==> src/rtl/fm_cmn_pkg.sv <==
// Shared definitions for the common block-RAM FIFO blocks: FSM encoding and the
// level/length width rule.
package fm_cmn_pkg;

    typedef enum logic [1:0] {
        ST_IDLE = 2'd0,
        ST_REQ  = 2'd1,
        ST_DATA = 2'd2
    } st_e;

    // FIFO level and burst length carry one extra bit so a completely full FIFO is representable
    function automatic int unsigned lvl_w(input int unsigned range);
        return range + 1;
    endfunction

endpackage

==> src/rtl/fm_cmn_burst_timeout.sv <==
// Idle timeout counter for the burst reader; expires on the P_TIMEOUT-th enabled cycle
// after a clear. Only instantiated when FM_CMN_BURST_RD_TIMEOUT_EN is defined.
module fm_cmn_burst_timeout #(
    parameter int unsigned P_TIMEOUT = 64,
    parameter int unsigned P_TO_W    = 8
) (
    input  logic clk_core,
    input  logic rst_x,
    input  logic i_clr,
    input  logic i_cnt_en,
    output logic o_expire
);

    localparam logic [P_TO_W-1:0] LV_LAST = P_TO_W'(P_TIMEOUT - 1);

    logic [P_TO_W-1:0] r_cnt;

    // Saturates at LV_LAST so a held enable never wraps back to zero
    always_ff @(posedge clk_core) begin
        if (rst_x || i_clr) begin
            r_cnt <= '0;
        end else if (i_cnt_en && (r_cnt != LV_LAST)) begin
            r_cnt <= r_cnt + P_TO_W'(1);
        end
    end

    assign o_expire = i_cnt_en & (r_cnt == LV_LAST);

endmodule

==> src/rtl/fm_cmn_bfifo_burst_rd.sv <==
// Downstream burst reader for the common block-RAM FIFO: requests a write burst once enough
// words are queued and pops exactly the granted count. FM_CMN_BURST_RD_TIMEOUT_EN adds a
// partial flush after an idle timeout.
module fm_cmn_bfifo_burst_rd
    import fm_cmn_pkg::*;
#(
    parameter int unsigned P_WIDTH   = 32,
    parameter int unsigned P_RANGE   = 8,
    parameter int unsigned P_BURST   = 16,
    parameter int unsigned P_TIMEOUT = 64,
    parameter int unsigned P_TO_W    = 8
) (
    input  logic                        clk_core,
    input  logic                        rst_x,
    input  logic                        i_empty,
    input  logic [lvl_w(P_RANGE)-1:0]   i_dnum,
    input  logic [P_WIDTH-1:0]          i_dt,
    output logic                        o_renable,
    output logic                        o_req,
    output logic [lvl_w(P_RANGE)-1:0]   o_len,
    input  logic                        i_ack,
    output logic                        o_wstrobe,
    output logic [P_WIDTH-1:0]          o_wdt,
    input  logic                        i_wbusy,
    output logic                        o_busy
);

    localparam int unsigned   LW       = lvl_w(P_RANGE);
    localparam logic [LW-1:0] LV_BURST = LW'(P_BURST);

    st_e                r_state;
    logic               r_req;
    logic [LW-1:0]      r_len;
    logic [LW-1:0]      r_rem;
    logic               r_wstrobe;
    logic [P_WIDTH-1:0] r_wdt;

    logic w_full;
    logic w_pop;
    logic w_flush;

    assign w_full = (i_dnum >= LV_BURST);
    assign w_pop  = (r_state == ST_DATA) & ~i_wbusy & ~i_empty & (r_rem != '0);

`ifdef FM_CMN_BURST_RD_TIMEOUT_EN
    logic w_to_en;
    logic w_to_clr;

    assign w_to_en  = (r_state == ST_IDLE) & ~i_empty & ~w_full;
    assign w_to_clr = i_empty | (r_state != ST_IDLE);

    fm_cmn_burst_timeout #(
        .P_TIMEOUT (P_TIMEOUT),
        .P_TO_W    (P_TO_W)
    ) u_timeout (
        .clk_core (clk_core),
        .rst_x    (rst_x),
        .i_clr    (w_to_clr),
        .i_cnt_en (w_to_en),
        .o_expire (w_flush)
    );
`else
    logic w_unused_to;

    assign w_unused_to = ^{P_TIMEOUT[0], P_TO_W[0]};
    assign w_flush     = 1'b0;
`endif

    always_ff @(posedge clk_core) begin
        if (rst_x) begin
            r_state   <= ST_IDLE;
            r_req     <= 1'b0;
            r_len     <= '0;
            r_rem     <= '0;
            r_wstrobe <= 1'b0;
            r_wdt     <= '0;
        end else begin
            r_wstrobe <= w_pop;
            if (w_pop) begin
                r_wdt <= i_dt;
            end
            case (r_state)
                ST_IDLE: begin
                    // A full burst outranks a timeout expiring in the same cycle
                    if (w_full) begin
                        r_len   <= LV_BURST;
                        r_req   <= 1'b1;
                        r_state <= ST_REQ;
                    end else if (w_flush) begin
                        r_len   <= i_dnum;
                        r_req   <= 1'b1;
                        r_state <= ST_REQ;
                    end
                end
                ST_REQ: begin
                    if (i_ack) begin
                        r_rem   <= r_len;
                        r_req   <= 1'b0;
                        r_state <= ST_DATA;
                    end
                end
                ST_DATA: begin
                    if (w_pop) begin
                        r_rem <= r_rem - LW'(1);
                        if (r_rem == LW'(1)) begin
                            r_state <= ST_IDLE;
                        end
                    end
                end
                default: begin
                    r_req   <= 1'b0;
                    r_state <= ST_IDLE;
                end
            endcase
        end
    end

    assign o_renable = w_pop;
    assign o_req     = r_req;
    assign o_len     = r_len;
    assign o_wstrobe = r_wstrobe;
    assign o_wdt     = r_wdt;
    assign o_busy    = (r_state != ST_IDLE);

endmodule

==> config.mk <==
export PLATFORM = sky130hd
export DESIGN_NAME = fm_cmn_bfifo_burst_rd
export DESIGN_NICKNAME = d
export VERILOG_FILES = /design/src/rtl/fm_cmn_pkg.sv /design/src/rtl/fm_cmn_burst_timeout.sv /design/src/rtl/fm_cmn_bfifo_burst_rd.sv
export SDC_FILE = /design/constraint.sdc
export NUM_CORES = 1
export LEC_CHECK = 0
export CAP_MARGIN = 0
export CORE_UTILIZATION = 37
export DETAILED_ROUTE_END_ITERATION = 12
export GPL_TIMING_DRIVEN = 0
export PLACE_DENSITY = 0.77
export SLEW_MARGIN = 25
export SYNTH_ARGS = -nofsm -noshare
export SYNTH_HDL_FRONTEND = slang
export SYNTH_HIERARCHICAL = 1
export SYNTH_SLANG_ARGS = --single-unit
==> constraint.sdc <==
create_clock -name clk_core -period 1.95 [get_ports clk_core]
set_input_delay 0.39 -clock clk_core [delete_from_list [all_inputs] [get_ports clk_core]]
set_output_delay 0.39 -clock clk_core [all_outputs]
set_load 0.01 [all_outputs]
==> reports/results.txt, run 1 <==
Yosys top cell by area -> dfxtp_1
vias per inst -> 4.845
first-pass GRT wire length -> 8.148 mm
vias in the first global route -> 1781
DRC -> 0
post-route ant nets -> 0
clk sinks -> 46
Post-synth ARST share -> 0%
Final Setup Violations -> 25
RSZ-0062 raised after global routing -> true
initial antenna violation count -> 0
WS Path Type -> flip-flop to output port
cts hold-fix bufs -> 0
Hold Crit Depth -> 2
M2 GR Usage -> 32.13%
worst slew pin tran -> 0.7017 ns
clk slew on worst S/H paths -> 0.09 ns
Starting Density -> 38.66%
total wire length -> 5.691 mm
flip-flop and latch count after synthesis -> 46
dominant combinational cell family by area after synthesis -> simple AND/OR/NAND/NOR gates
Worst slew margin -> 53.22%
overall routing resource usage -> 19.02%
period utilization -> 110.9%
Core ar. -> 5107 um^2
Peak Freq -> 0.4625 GHz
fill count -> 402
CTS tree -> yes
CP max stage cell -> or4_4
share of cells above drive strength 1 -> 32.57%
Die X -> 75.05 um
CP Capture Type -> output port
Util after Layout -> 70.11%
I/O pins -> 91
Placer Congestion -> 0.8720
post-synthesis sequential area ratio -> 46.64%
IO buf count -> 78
Post-DP Area -> 2873 um^2
Final #Nets -> 398
worst hold path class -> flip-flop to flip-flop
WL per Instance -> 13.55 um
Syn Std Cell Area -> 1974 um^2
maxcap violations -> 0
CP dominant cell by count -> buf_6
met1 GRT Util -> 22.51%
Synth Area in Compound Gates -> 16.54%
worst-path cell chain -> or4_4 > o31ai_4 > inv_4 > buf_6 > buf_6
DRT iter0 DRCs -> 111
first-pass iteration count of the detailed router -> 4
# diodes -> 0
Leak Pwr -> 1.289 nW
CP bufs+invs -> 3
post-synthesis mux area share -> 0%
Yosys Warn Count -> 6
Final Hold Viols -> 0
Worst Skew -> 0.006911 ns
CP Max Fanout -> 5
status -> complete, but fails checks
area share of fa/ha/maj cells after synthesis -> 1.901%
hold path start -> o_wdt[4]
reg-to-reg startpoint -> r_rem[6]
max-slew violations -> 0
die area -> 5633 um^2
Peak VDD IR -> 0.0005551 V
CP Data Arrival Time -> 1.77 ns
crit path launch type -> flip-flop
CTS root buf -> clkbuf_8
WP depth -> 5
Cells after Synth -> 243
Layout Area Growth over Synthesis -> 81.37%
Main synth FF type -> dfxtp_1
Worst Reg2Reg Path Length in Cells -> 8
CTS Buffer Depth -> 2
Post-synth EDFFs -> 0
M3 GR Usage -> 7.363%
xor and xnor fraction of the mapped netlist area -> 0%
Worst R2R End -> r_rem[3]
H-tree levels -> 2
die height -> 75.05 um
CTS Buf Count -> 5
post-synth cell types -> 38
worst path required time -> 1.56 ns
syn_area_per_cell -> 8.125 um^2
pwr/cell area -> 572.2 nW/um^2
violated checks -> setup timing
Worst Hold Path EP -> o_wdt[4]
GR peak layer -> met2
vias post-DR -> 2035
Synth area leaders -> dfxtp_1, nand2_1, a21oi_1, buf_4, nand3_1
final instance area -> 3581 um^2
CP delay by family, top -> simple AND/OR/NAND/NOR gates
later-pin clock latency in the skew report -> 0.29 ns
Simple-Gate Fraction of Synth Area -> 25.92%
flop-to-flop setup slack -> -0.06 ns
std cell rows -> 26
Final WS setup -> -0.2123 ns
critical path's largest stage delay -> 0.54 ns
GRT overflow -> 0
Final HPWL DP -> 3.533 mm
largest net degree at the start of global routing -> 15
Tmin final -> 2.162 ns
Synth top area share -> 46.64%
-- layer usage --
layer	wire length (um)	vias up	share of wire, %
met5	0	-	0
met3	511	7	9.0
met1	2280	924	40
met2	2832	82	50
li1	-	1022	-
met4	66	0	1.2
-- kinds of logic (layout without fill, tap and decap cells) --
family	Yosys count	after routing
AOI/OAI and AO/OA	55	55
adders and majority gates	3	3
buffers and inverters	26	126
DFF	46	46
other	1	8
and+or+nand+nor	112	112
-- repair_timing --
action,in CTS,in global routing
gates resized for setup,10,99
gates cloned,0,5
buffers inserted,4,7
setup endpoints to repair,39,41
pin swaps,2,58
-- cells in the mapped netlist, drive strengths merged (2+ instances only) --
cell / count
a21oi: 43
buf: 16
clkbuf: 5
dfxtp: 46
ha: 3
inv: 5
nand2: 71
nand2b: 2
nand3: 12
nand3b: 2
nor2: 7
nor2b: 2
nor3: 3
nor4b: 2
o311ai: 2
o31ai: 2
or3: 4
or4: 3
-- placed cells by master, fill, tap and decap left out, types with 2 or more instances in the layout --
cell / synthesis / final
a21oi_1: 42 / 13
a21oi_2: 1 / 30
buf_4: 9 / 18
buf_6: 5 / 3
buf_8: 0 / 4
bufinv_16: 0 / 2
clkbuf_1: 5 / 5
clkbuf_16: 0 / 5
clkbuf_8: 0 / 6
clkdlybuf4s50_1: 0 / 75
conb_1: 1 / 8
dfxtp_1: 46 / 42
dfxtp_2: 0 / 2
dfxtp_4: 0 / 2
dlymetal6s2s_1: 0 / 2
ha_1: 3 / 3
inv_1: 4 / 4
nand2_1: 71 / 44
nand2_2: 0 / 9
nand2_4: 0 / 18
nand2b_1: 2 / 2
nand3_1: 12 / 8
nand3_2: 0 / 3
nand3b_1: 2 / 2
nor2_1: 7 / 7
nor2b_1: 2 / 2
nor3_1: 3 / 3
o311ai_0: 2 / 2
or3_1: 4 / 4
or4_1: 2 / 2
-- how the worst max path moves through the flow --
stage	start	end	slack (ns)
2_1_floorplan	r_rem[6]	o_renable	0.02
3_3_place_gp	i_wbusy	o_renable	-0.86
3_5_place_dp	i_wbusy	o_renable	-0.89
4_1_cts	r_rem[5]	o_renable	-0.26
5_1_grt	r_rem[5]	o_renable	-0.27
6_report	r_rem[6]	o_renable	-0.21
-- area by class of cell --
class                      count  area (um^2)  area share, %
inverter                       5        21.27         0.5940
buffer                        20        165.2          4.612
clock buffer                   6        82.58          2.306
sequential                    46        930.9          26.00
multi-input combinational    178         1230          34.35
timing repair buffer          93         1003          28.02
tap                           70        87.58          2.446
clock inverter                 2        60.06          1.677
-- worst register-to-register path, cell delays in order (launching register included) --
cell and delay [ns]:
dfxtp_4 0.36, or4_4 0.54, o31ai_4 0.27, buf_4 0.17, buf_6 0.10, buf_12 0.14
buf_8 0.12, nand3_2 0.08, a21oi_2 0.15
-- metrics by stage --
stage	total power [mW]	cells	setup WS [ns]	hold slack (ns)	setup TNS, ns
CTS	2.041	409	-0.2593	0.4576	-0.2618
detailed placement	1.182	398	-0.8926	0.4472	-10.63
global placement	1.182	398	-0.8624	0.4414	-9.187
floorplan	1.062	250	0.01900	0.4569	0
finish	2.049	420	-0.2123	0.4571	-0.6252
global route	2.119	420	-0.2672	0.4791	-3.146
-- sequential cells by signal, summed over array words and instances (netlist names) --
signal and cells:
r_rem 9, r_state 2, o_len 1, o_wstrobe 1, o_wdt 32, o_req 1
-- power by group --
part	internal, mW	switching, mW
clock network	0.547	0.322
registers	0.948	0.0131
logic	0.128	0.0913
Power figures use the tool's default switching activity.
==> run 2, diff against run 1 <==
--- a/config.mk
+++ b/config.mk
@@ -5,11 +5,12 @@
 export SDC_FILE = /design/constraint.sdc
 export NUM_CORES = 1
 export LEC_CHECK = 0
+export ABC_AREA = 1
 export CAP_MARGIN = 0
 export CORE_UTILIZATION = 37
 export DETAILED_ROUTE_END_ITERATION = 12
 export GPL_TIMING_DRIVEN = 0
-export PLACE_DENSITY = 0.77
+export PLACE_DENSITY = 0.76
 export SLEW_MARGIN = 25
 export SYNTH_ARGS = -nofsm -noshare
 export SYNTH_HDL_FRONTEND = slang
==> reports/results.txt, run 2 <==
most common cell after layout, fill and taps aside -> nor2_1
initial antenna violation count -> 0 (unchanged)
Post-synth EDFFs -> 0 (unchanged)
crit path launch type -> primary input
CTS root buf -> clkbuf_8
WS Path Type -> primary input to output port
DRC -> 0 (unchanged)
IO buf count -> 78 (unchanged)
post-synthesis sequential area ratio -> 45.04% (-1.6 points)
worst-path cell chain -> clkdlybuf4s50_1 > nor3_4 > nand2_4 > inv_8 > clkdlybuf4s15_2
most frequent cells in the layout -> nor2_1, clkdlybuf4s50_1, dfxtp_1, o21ai_0, nand2_1
critical path's largest stage delay -> 0.44 ns (-0.10 ns)
CP Capture Type -> output port
Core ar. -> 5205 um^2 (+1.9%)
Worst Reg2Reg Path Length in Cells -> 11 (+3)
DRT iter0 DRCs -> 43 (-61%)
final instance area -> 3053 um^2 (-15%)
reg-to-reg startpoint -> r_rem[0]
dominant combinational cell family by area after synthesis -> simple AND/OR/NAND/NOR gates
area share of fa/ha/maj cells after synthesis -> 1.836% (-0.065 points)
status -> finished, final reports clean
max reg flops -> 32 (unchanged)
post-synthesis mux area share -> 0% (unchanged)
CTS tree -> yes
Post-synth ARST share -> 0% (unchanged)
vias per inst -> 4.440 (-8.4%)
Final #Nets -> 426 (+7.0%)
post-synth cell types -> 27 (-29%)
total wire length -> 4.831 mm (-15%)
Worst R2R End -> r_rem[4]
Final Setup Violations -> 0 (-100%)
Overall Power -> 3.599 mW (+76%)
CP Data Arrival Time -> 1.50 ns (-0.27 ns)
vias post-DR -> 1989 (-2.3%)
CP endpoint -> o_renable
Synth top area share -> 45.04% (-1.6 points)
worst hold path class -> flip-flop to flip-flop
Post-DP Area -> 2939 um^2 (+2.3%)
Main synth FF type -> dfxtp_1
GRT overflow -> 0 (unchanged)
Simple-Gate Fraction of Synth Area -> 30.91% (+5.0 points)
CP bufs+invs -> 3 (unchanged)
clk slew on worst S/H paths -> 0.09 ns (about the same)
Die X -> 76.34 um (+1.7%)
Peak Freq -> 0.5301 GHz (+15%)
worst path required time -> 1.56 ns (about the same)
post-route ant nets -> 0 (unchanged)
Synth area leaders -> dfxtp_1, nor2_1, o21ai_0, nand2_1, buf_4
Starting Density -> 39.28% (+0.62 points)
CTS Buffer Depth -> 2 (unchanged)
Yosys top cell by area -> dfxtp_1
flop-to-flop setup slack -> 0.42 ns (+0.48 ns)
WP depth -> 5 (unchanged)
most common cell in the netlist -> nor2_1
overall routing resource usage -> 17.53% (-1.5 points)
die height -> 76.34 um (+1.7%)
period utilization -> 96.74% (-14 points)
largest net degree at the start of global routing -> 17 (+2)
Leak Pwr -> 1.250 nW (-3.0%)
xor and xnor fraction of the mapped netlist area -> 0.8568% (+0.86 points)
clk sinks -> 46 (unchanged)
Syn Std Cell Area -> 2044 um^2 (+3.5%)
CP delay by family, top -> buffers and inverters
Tmin final -> 1.886 ns (-0.2760 ns)
first-pass GRT wire length -> 8.280 mm (+1.6%)
H-tree levels -> 2 (unchanged)
I/O pins -> 91 (unchanged)
Peak VDD IR -> 0.0007544 V (+36%)
RSZ-0062 raised after global routing -> false
max-slew violations -> 0 (unchanged)
share of cells above drive strength 1 -> 11.38% (-21 points)
Final Hold Viols -> 0 (unchanged)
first-pass iteration count of the detailed router -> 4 (unchanged)
# diodes -> 0 (unchanged)
Final HPWL DP -> 3.522 mm (-0.31%)
flip-flop and latch count after synthesis -> 46 (unchanged)
setup TNS -> 0 ns (+0.6252 ns)
fill count -> 487 (+21%)
CTS Buf Count -> 5 (unchanged)
maxcap violations -> 0 (unchanged)
Layout Area Growth over Synthesis -> 49.33%
Cells after Synth -> 283 (+16%)
Commonest cells post-synth -> nor2_1, dfxtp_1, o21ai_0
die area -> 5827 um^2 (+3.5%)
CP Max Fanout -> 15 (+10)
Worst Setup SP -> i_empty
vias in the first global route -> 1824 (+2.4%)
CP max stage cell -> clkdlybuf4s50_1
syn_area_per_cell -> 7.224 um^2 (-11%)
Synth Area in Compound Gates -> 11.93% (-4.6 points)
WL per Instance -> 10.78 um (-20%)
Yosys Warn Count -> 6 (unchanged)
Placer Congestion -> 0.8368 (-4.0%)
pwr/cell area -> 1179 nW/um^2 (+110%)
std cell rows -> 26 (unchanged)
later-pin clock latency in the skew report -> 0.30 ns (about the same)
Worst Skew -> 0.01345 ns (+0.006540 ns)
## run 2: changes by cell type in the layout (fill, tap and decap cells not counted), moves of 7 or more
cell	delta
a21oi_2	-30
inv_1	+8
nand2_1	-16
nand2_2	-7
nand2_4	-14
nor2_1	+94
o21ai_0	+33
## run 2: logic make-up (layout without fill, tap and decap cells)
group / Yosys count / after routing
and+or+nand+nor: 149 / 149
DFF: 46 / 46
other: 1 / 8
buffers and inverters: 36 / 124
AOI/OAI and AO/OA: 46 / 46
adders and majority gates: 3 / 3
xor gates and xnor gates: 2 / 2
## run 2: cell type report
type                    instances  area (um^2)  area share (%)
clock inverters                 3        23.77          0.7787
repair buffers                 81        804.5           26.35
well taps                      70        87.58           2.869
flip-flops and latches         46        924.6           30.29
plain buffers                  17        107.6           3.525
multi-input cells             208        960.9           31.48
inverters                      18        75.07           2.459
clock buffers                   5        68.82           2.254
## run 2: where the power goes
| group | internal [mW] | leakage (nW) | switching [mW] | total, mW |
|---|---|---|---|---|
| clock network | 0.257 | 0.0408 | 0.350 | 0.606 |
| registers | 1.13 | 0.375 | 0.145 | 1.28 |
| logic | 0.763 | 0.834 | 0.950 | 1.71 |
| total | 2.15 | 1.25 | 1.44 | 3.60 |
## run 2: how the worst min path moves through the flow
stage | startpoint | end | slack [ns] | cells past startpoint
3_5_place_dp | o_len[4] | o_len[4] | 0.47 | 2
5_1_grt | o_wdt[3] | o_wdt[3] | 0.51 | 2
6_report | o_len[4] | o_len[4] | 0.48 | 2
4_1_cts | o_len[4] | o_len[4] | 0.48 | 2
3_3_place_gp | o_len[4] | o_len[4] | 0.46 | 2
2_1_floorplan | r_rem[5] | r_rem[5] | 0.46 | 2
## run 2: per-layer routing
| metal | up-vias | track usage [%] | wire length [um] |
|---|---|---|---|
| li1 | 1059 | - | - |
| met1 | 858 | 22.07 | 2266 |
| met2 | 64 | 29.91 | 2240 |
| met3 | 8 | 3.832 | 255 |
| met4 | 0 | 5.000 | 68 |
| met5 | - | 0 | 0 |
## run 2: worst register-to-register path, cell delays in order, from the launching register on
cell,delay (ns)
dfxtp_2,0.35
inv_2,0.05
ha_1,0.18
nand2_1,0.06
nor2_1,0.04
nand2_2,0.07
nand2_4,0.08
buf_4,0.18
a21boi_4,0.23
nand2_1,0.08
nand2_1,0.06
nor2_1,0.05
## run 2: repair_timing
item,in CTS,in global routing
gates resized for setup,6,4
pin swaps,2,1
endpoints found under the hold margin,0,0
hold buffers,0,0
buffers inserted,3,0
setup endpoints to repair,1,1
## run 2: through the flow
step	worst slack, ns	hold WS (ns)	util, %	std cells
after floorplan	0.4671	0.4576	-	290
after global placement	-0.4534	0.4576	56.47	438
after detailed placement	-0.4548	0.4669	56.47	438
after CTS	0.01329	0.4836	58.53	448
after global routing	0.0001648	0.5067	58.65	448
final	0.06366	0.4767	58.65	448
